`src/rtl/decode_stage.sv`:
```
// decode_stage: MIPS instruction decode with register file and ID/EX register.
// Builds alu32 operands/opcode; write-back port bypasses into same-cycle reads.
module decode_stage #(
    parameter int N = 32,
    parameter int M = 5
) (
    input  logic         CLK,
    input  logic         RST,
    input  logic [N-1:0] INSTR,
    input  logic         INSTR_VALID,
    output logic         INSTR_READY,
    input  logic         STALL,
    input  logic         FLUSH,
    input  logic         WB_EN,
    input  logic [M-1:0] WB_ADDR,
    input  logic [N-1:0] WB_DATA,
    output logic [N-1:0] A,
    output logic [N-1:0] B,
    output logic [3:0]   OP,
    output logic [N-1:0] STORE_DATA,
    output logic [M-1:0] DEST,
    output logic         REG_WE,
    output logic         MEM_WE,
    output logic         MEM_RD,
    output logic         VALID_OUT,
    output logic         ILLEGAL
);

    localparam logic [3:0] ALU_ADD = 4'b0100;
    localparam logic [3:0] ALU_SUB = 4'b0101;
    localparam logic [3:0] ALU_MUL = 4'b0110;
    localparam logic [3:0] ALU_OR  = 4'b1000;
    localparam logic [3:0] ALU_AND = 4'b1010;
    localparam logic [3:0] ALU_XOR = 4'b1011;
    localparam logic [3:0] ALU_SLL = 4'b1100;
    localparam logic [3:0] ALU_SRL = 4'b1101;
    localparam logic [3:0] ALU_SRA = 4'b1110;

    logic [N-1:0] r_rf [2**M];

    logic [5:0]   w_opc;
    logic [5:0]   w_funct;
    logic [M-1:0] w_rs;
    logic [M-1:0] w_rt;
    logic [M-1:0] w_rd;
    logic [M-1:0] w_shamt;
    logic [15:0]  w_imm;
    logic [N-1:0] w_rs_val;
    logic [N-1:0] w_rt_val;
    logic [N-1:0] w_simm;
    logic [N-1:0] w_zimm;

    logic         w_legal;
    logic [3:0]   w_op;
    logic [N-1:0] w_a;
    logic [N-1:0] w_b;
    logic [N-1:0] w_store;
    logic [M-1:0] w_dest;
    logic         w_reg_we;
    logic         w_mem_we;
    logic         w_mem_rd;

    logic [N-1:0] r_a;
    logic [N-1:0] r_b;
    logic [3:0]   r_op;
    logic [N-1:0] r_store;
    logic [M-1:0] r_dest;
    logic         r_reg_we;
    logic         r_mem_we;
    logic         r_mem_rd;
    logic         r_valid;
    logic         r_illegal;

    assign w_opc   = INSTR[31:26];
    assign w_rs    = INSTR[25:21];
    assign w_rt    = INSTR[20:16];
    assign w_rd    = INSTR[15:11];
    assign w_shamt = INSTR[10:6];
    assign w_funct = INSTR[5:0];
    assign w_imm   = INSTR[15:0];
    assign w_simm  = {{(N-16){w_imm[15]}}, w_imm};
    assign w_zimm  = {{(N-16){1'b0}}, w_imm};

    // R0 is hard-wired; a write-back in flight wins over the stored value.
    assign w_rs_val = (w_rs == '0) ? '0 :
                      (WB_EN && WB_ADDR == w_rs) ? WB_DATA : r_rf[w_rs];
    assign w_rt_val = (w_rt == '0) ? '0 :
                      (WB_EN && WB_ADDR == w_rt) ? WB_DATA : r_rf[w_rt];

    always_ff @(posedge CLK) begin
        if (RST) begin
            for (int i = 0; i < 2**M; i++) r_rf[i] <= '0;
        end else if (WB_EN && WB_ADDR != '0) begin
            r_rf[WB_ADDR] <= WB_DATA;
        end
    end

    always_comb begin
        w_legal  = 1'b1;
        w_op     = ALU_ADD;
        w_a      = w_rs_val;
        w_b      = w_rt_val;
        w_store  = '0;
        w_dest   = w_rd;
        w_reg_we = 1'b1;
        w_mem_we = 1'b0;
        w_mem_rd = 1'b0;
        unique case (w_opc)
            6'h00: begin
                unique case (w_funct)
                    6'h20, 6'h21: w_op = ALU_ADD;
                    6'h22, 6'h23: w_op = ALU_SUB;
                    6'h24:        w_op = ALU_AND;
                    6'h25:        w_op = ALU_OR;
                    6'h26:        w_op = ALU_XOR;
                    6'h19:        w_op = ALU_MUL;
                    6'h00, 6'h02, 6'h03: begin
                        w_op = (w_funct == 6'h00) ? ALU_SLL :
                               (w_funct == 6'h02) ? ALU_SRL : ALU_SRA;
                        w_a  = w_rt_val;
                        w_b  = {{(N-M){1'b0}}, w_shamt};
                    end
                    default: w_legal = 1'b0;
                endcase
            end
            6'h08, 6'h09: begin
                w_b    = w_simm;
                w_dest = w_rt;
            end
            6'h0C, 6'h0D, 6'h0E: begin
                w_op   = (w_opc == 6'h0C) ? ALU_AND :
                         (w_opc == 6'h0D) ? ALU_OR : ALU_XOR;
                w_b    = w_zimm;
                w_dest = w_rt;
            end
            6'h23: begin
                w_b      = w_simm;
                w_dest   = w_rt;
                w_mem_rd = 1'b1;
            end
            6'h2B: begin
                w_b      = w_simm;
                w_dest   = w_rt;
                w_store  = w_rt_val;
                w_reg_we = 1'b0;
                w_mem_we = 1'b1;
            end
            default: w_legal = 1'b0;
        endcase
    end

    // Flush outranks stall so a held slot can still be squashed.
    always_ff @(posedge CLK) begin
        if (RST || FLUSH) begin
            r_a       <= '0;
            r_b       <= '0;
            r_op      <= '0;
            r_store   <= '0;
            r_dest    <= '0;
            r_reg_we  <= 1'b0;
            r_mem_we  <= 1'b0;
            r_mem_rd  <= 1'b0;
            r_valid   <= 1'b0;
            r_illegal <= 1'b0;
        end else if (STALL) begin
            r_illegal <= 1'b0;
        end else if (INSTR_VALID && w_legal) begin
            r_a       <= w_a;
            r_b       <= w_b;
            r_op      <= w_op;
            r_store   <= w_store;
            r_dest    <= w_dest;
            r_reg_we  <= w_reg_we;
            r_mem_we  <= w_mem_we;
            r_mem_rd  <= w_mem_rd;
            r_valid   <= 1'b1;
            r_illegal <= 1'b0;
        end else begin
            r_a       <= '0;
            r_b       <= '0;
            r_op      <= '0;
            r_store   <= '0;
            r_dest    <= '0;
            r_reg_we  <= 1'b0;
            r_mem_we  <= 1'b0;
            r_mem_rd  <= 1'b0;
            r_valid   <= 1'b0;
            r_illegal <= INSTR_VALID;
        end
    end

    assign INSTR_READY = !STALL;
    assign A           = r_a;
    assign B           = r_b;
    assign OP          = r_op;
    assign STORE_DATA  = r_store;
    assign DEST        = r_dest;
    assign REG_WE      = r_reg_we;
    assign MEM_WE      = r_mem_we;
    assign MEM_RD      = r_mem_rd;
    assign VALID_OUT   = r_valid;
    assign ILLEGAL     = r_illegal;

endmodule

```
`config.mk`:
```
export PLATFORM = sky130hd
export DESIGN_NAME = decode_stage
export DESIGN_NICKNAME = d
export VERILOG_FILES = /design/src/rtl/decode_stage.sv
export SDC_FILE = /design/constraint.sdc
export NUM_CORES = 2
export LEC_CHECK = 0
export BUFFER_PORTS_ARGS = -buffer_cell sky130_fd_sc_hd__clkbuf_2
export CELL_PAD_IN_SITES_DETAIL_PLACEMENT = 0
export CELL_PAD_IN_SITES_GLOBAL_PLACEMENT = 2
export CORE_MARGIN = 3
export CORE_UTILIZATION = 42
export CTS_BUF_LIST = sky130_fd_sc_hd__clkbuf_4 sky130_fd_sc_hd__clkbuf_8 sky130_fd_sc_hd__clkbuf_16
export DETAILED_ROUTE_END_ITERATION = 8
export GPL_TIMING_DRIVEN = 0
export PLACE_DENSITY = 0.75
export SKIP_LAST_GASP = 1
export SLEW_MARGIN = 40
export SYNTH_ARGS = -nofsm -noshare
export SYNTH_HDL_FRONTEND = slang
export SYNTH_SLANG_ARGS = --single-unit
```
`constraint.sdc`:
```
create_clock -name CLK -period 2.2 [get_ports CLK]
set_input_delay 0.11 -clock CLK [delete_from_list [all_inputs] [get_ports CLK]]
set_output_delay 0.11 -clock CLK [all_outputs]
set_load 0.03 [all_outputs]
```
==> metrics.txt <==
total clock buffers created by CTS 134; commonest non-fill, non-tap cell in the layout sky130_fd_sc_hd__edfxtp_1; clock latency reported for the late side of the worst-skew pair 0.80 ns; number of antenna violations at the first check in global routing 29; worst max-slew margin expressed relative to the limit 0.2176; failing checks negative hold slack, negative setup slack; dominant synthesized flop cell sky130_fd_sc_hd__edfxtp_1; FF-to-FF End STORE_DATA[27]; height of the die 382.9 um; floorplan die area 146600 um^2; status finished, violations left; Worst-Margin Slew 1.174 ns; DPL Wire Length 214.6 mm; DRC Markers 0; row cnt 137; number of cells traversed by the worst register-to-register path 8; static leakage 25.19 nW; arrival time at the worst endpoint 3.53 ns; weighted congestion at the end of routability-driven global placement 1.034; maximum number of buffers from clock root to sink 3; number of DRC markers in iteration 0 8562; number of standard cells after synthesis 4156; number of synthesized flops with an enable pin 1024; final critical-path setup slack -0.6861 ns; worst min-delay path category input pin to register; Slowest Stage Delay on Critical Path 0.57 ns; share of synthesized area occupied by flip-flops and latches 0.5524; class of the most critical setup path register to register; cell types with the largest area share after synthesis sky130_fd_sc_hd__edfxtp_1, sky130_fd_sc_hd__mux4_2, sky130_fd_sc_hd__and2_1; post-synth cell types 79; Crit-path slowest cell sky130_fd_sc_hd__mux4_2; Vias per Instance 6.922; Cell Area, Placed 63720 um^2; worst slack, placed -2.093 ns; residual overflow from global routing 0; first-pass detailed-route iteration total 8; Die X 382.9 um; share of flip-flops with an asynchronous set or reset after synthesis 0; clock period minus final worst setup slack 2.886 ns; final WL 306.7 mm; fraction of synthesized cell area taken by the top area cell type 0.5155; core footprint 140200 um^2; area added between synthesis and finish 19.28%; post-synthesis average cell area 14.35 um^2; Final Setup Violations 636; setup repair after global routing missed its margin yes; timing startpoint of the critical path r_rf[28][27]; Post-Layout Inst Area 71150 um^2; FF-to-FF Start r_rf[28][27]; IO Port Bufs 171; clock edge transition at the registers on the reported setup and hold paths 0.06 ns; H-tree Lvls 4; number of max-slew violations in the final report 0; largest net degree at the start of global routing 33; final hold violation count 1; share of final-layout standard cells stronger than drive strength 1 0.2966; type of destination of the critical path register; final worst path period share 1.312; ANT nets after route 0; Max FO, Critical Path 2; Hold Worst Slack -0.01786 ns; TritonCTS clock tree built; total I/O pin count 186; number of max-cap violations 0; Fin Clk Skew 0.03209 ns; fmax 346.5 MHz; r2r setup slk -0.69 ns; family with the most delay on the worst path compound AO/OA/AOI/OAI gates; Min-Delay Path Depth 4; Global Route Usage Sum 0.4086; library cell occupying the most area in the post-synthesis netlist sky130_fd_sc_hd__edfxtp_1; Initial Util 0.4254; flip-flop and latch count after synthesis 1134; CP Data Required Time 2.84 ns; Buf+Inv Stages, Crit Path 1; hold_sp INSTR[26]; sort of element at the start of the critical path register; critical-path cell list mux4_2 > a222oi_1 > nor2b_2 > nor4b_4 > o311ai_4 > buf_4 > o211ai_1 > a21oi_1; Post-layout nets 4737; Synth Cell Area 59650 um^2; clock root buffer master sky130_fd_sc_hd__clkbuf_16; vias in the first global route 41.64k; ratio of total power to cell area 785.7 nW/um^2; Final TNS setup -43.82 ns; most frequent cells in the layout sky130_fd_sc_hd__edfxtp_1, sky130_fd_sc_hd__and2_1, sky130_fd_sc_hd__mux4_2; wire length of the first global-routing pass 393.4 mm; Yosys warnings 0; worst vdd rail ir drop 0.8245 mV; Clock Sinks 1134; hold endpoint OP[1]; vias post-DR 45.98k; post-detailed-route wirelength per cell 46.17 um
worst reg2reg max path: stages (launching register included):
cell	delay, ns
sky130_fd_sc_hd__edfxtp_1	0.40
sky130_fd_sc_hd__mux4_2	0.57
sky130_fd_sc_hd__a222oi_1	0.37
sky130_fd_sc_hd__nor2b_2	0.16
sky130_fd_sc_hd__nor4b_4	0.51
sky130_fd_sc_hd__o311ai_4	0.30
sky130_fd_sc_hd__buf_4	0.22
sky130_fd_sc_hd__o211ai_1	0.11
sky130_fd_sc_hd__a21oi_1	0.09
area by class of cell:
type / instances / area [um^2]
antenna: 12 / 30.03
buffer: 419 / 3017
clock buffer: 175 / 3826
clock inverter: 53 / 389.1
fill: 12030 / 69070
inverter: 8 / 30.03
multi-input combinational: 2635 / 25980
sequential: 1134 / 32950
tap: 1876 / 2347
timing repair buffer: 330 / 2580
synthesized netlist by cell type (6+ instances only):
master	number
sky130_fd_sc_hd__o21ai_0	35
sky130_fd_sc_hd__buf_4	24
sky130_fd_sc_hd__a211oi_1	23
sky130_fd_sc_hd__buf_8	6
sky130_fd_sc_hd__a221o_1	15
sky130_fd_sc_hd__buf_6	35
sky130_fd_sc_hd__dfxtp_1	110
sky130_fd_sc_hd__a222oi_1	17
sky130_fd_sc_hd__mux4_2	451
sky130_fd_sc_hd__nand3b_1	9
sky130_fd_sc_hd__and2_1	1001
sky130_fd_sc_hd__inv_1	6
sky130_fd_sc_hd__nand2b_1	10
sky130_fd_sc_hd__a22oi_1	85
sky130_fd_sc_hd__mux2_2	40
sky130_fd_sc_hd__buf_1	15
sky130_fd_sc_hd__a31oi_1	17
sky130_fd_sc_hd__a32oi_1	14
sky130_fd_sc_hd__a21oi_1	74
sky130_fd_sc_hd__a211o_1	12
sky130_fd_sc_hd__o21ai_1	9
sky130_fd_sc_hd__xnor2_1	7
sky130_fd_sc_hd__or2_2	34
sky130_fd_sc_hd__edfxtp_1	1024
sky130_fd_sc_hd__buf_2	71
sky130_fd_sc_hd__nor2_1	124
sky130_fd_sc_hd__nor2b_1	16
sky130_fd_sc_hd__nand4_1	8
sky130_fd_sc_hd__o22ai_1	45
sky130_fd_sc_hd__nor3_1	12
sky130_fd_sc_hd__nand3_1	33
sky130_fd_sc_hd__clkbuf_1	271
sky130_fd_sc_hd__mux2i_1	196
sky130_fd_sc_hd__nand2_1	113
sky130_fd_sc_hd__a22o_1	17
sky130_fd_sc_hd__a221oi_1	27
sky130_fd_sc_hd__o221ai_1	45
sky130_fd_sc_hd__o211ai_1	15
sky130_fd_sc_hd__a21o_1	7
sky130_fd_sc_hd__or3_1	9
report_power, final:
| part | internal [mW] | leakage (nW) | total [mW] | switching, mW |
|---|---|---|---|---|
| combinational | 2.96 | 12.4 | 8.52 | 5.56 |
| sequential | 24.5 | 10.6 | 25.1 | 0.558 |
| clock | 12.8 | 2.12 | 22.3 | 9.51 |
cell families after synthesis:
logic type                after synthesis  synth area share
AOI/OAI and AO/OA                     487           0.05982
muxes                                 692            0.2129
DFF                                  1134            0.5524
buffers and inverters                 430           0.03560
and+or+nand+nor                      1401            0.1376
other                                   1        0.00006287
xor gates and xnor gates               11          0.001615
through the flow:
stage / hold slack, ns / util / power [mW] / std cells
6_report: -0.01786 / 0.5074 / 55.91 / 6642
5_1_grt: 0.02767 / 0.5072 / 56.40 / 6630
4_1_cts: 0.00003414 / 0.4989 / 54.74 / 6577
3_5_place_dp: 0.3914 / 0.4545 / 32.67 / 6259
3_3_place_gp: 0.3860 / 0.4491 / 32.47 / 6234
2_1_floorplan: 0.2292 / - / 28.98 / 4187
worst max-delay path by stage:
stage / cells after the start / end
6_report: 8 / STORE_DATA[27]
5_1_grt: 8 / STORE_DATA[27]
4_1_cts: 7 / A[27]
3_5_place_dp: 10 / STORE_DATA[3]
3_3_place_gp: 8 / B[9]
2_1_floorplan: 9 / A[13]
sequential cells by signal, indices dropped and copies added, names as in the netlist:
name,flops
B,32
MEM_RD,1
MEM_WE,1
REG_WE,1
DEST,5
r_rf,1024
ILLEGAL,1
VALID_OUT,1
OP,4
A,32
STORE_DATA,32
routing by layer:
layer / vias to the layer above / share of wire / track usage
met5: - / 0.00045 / 0.005291
met4: 16 / 0.074 / 0.2379
met3: 823 / 0.17 / 0.1933
met2: 4397 / 0.40 / 0.5532
met1: 23680 / 0.35 / 0.5316
li1: 17060 / - / -
repair_timing:
item | CTS | global route
resized for setup | 292 | 181
setup buffers | 25 | 44
setup endpoints to repair | 128 | 457
pin swaps | 16 | 38
hold buffers | 65 | 1
gates cloned | 1 | 11
endpoints found under the hold margin | 127 | 5
(Power assumes the default switching activity.)
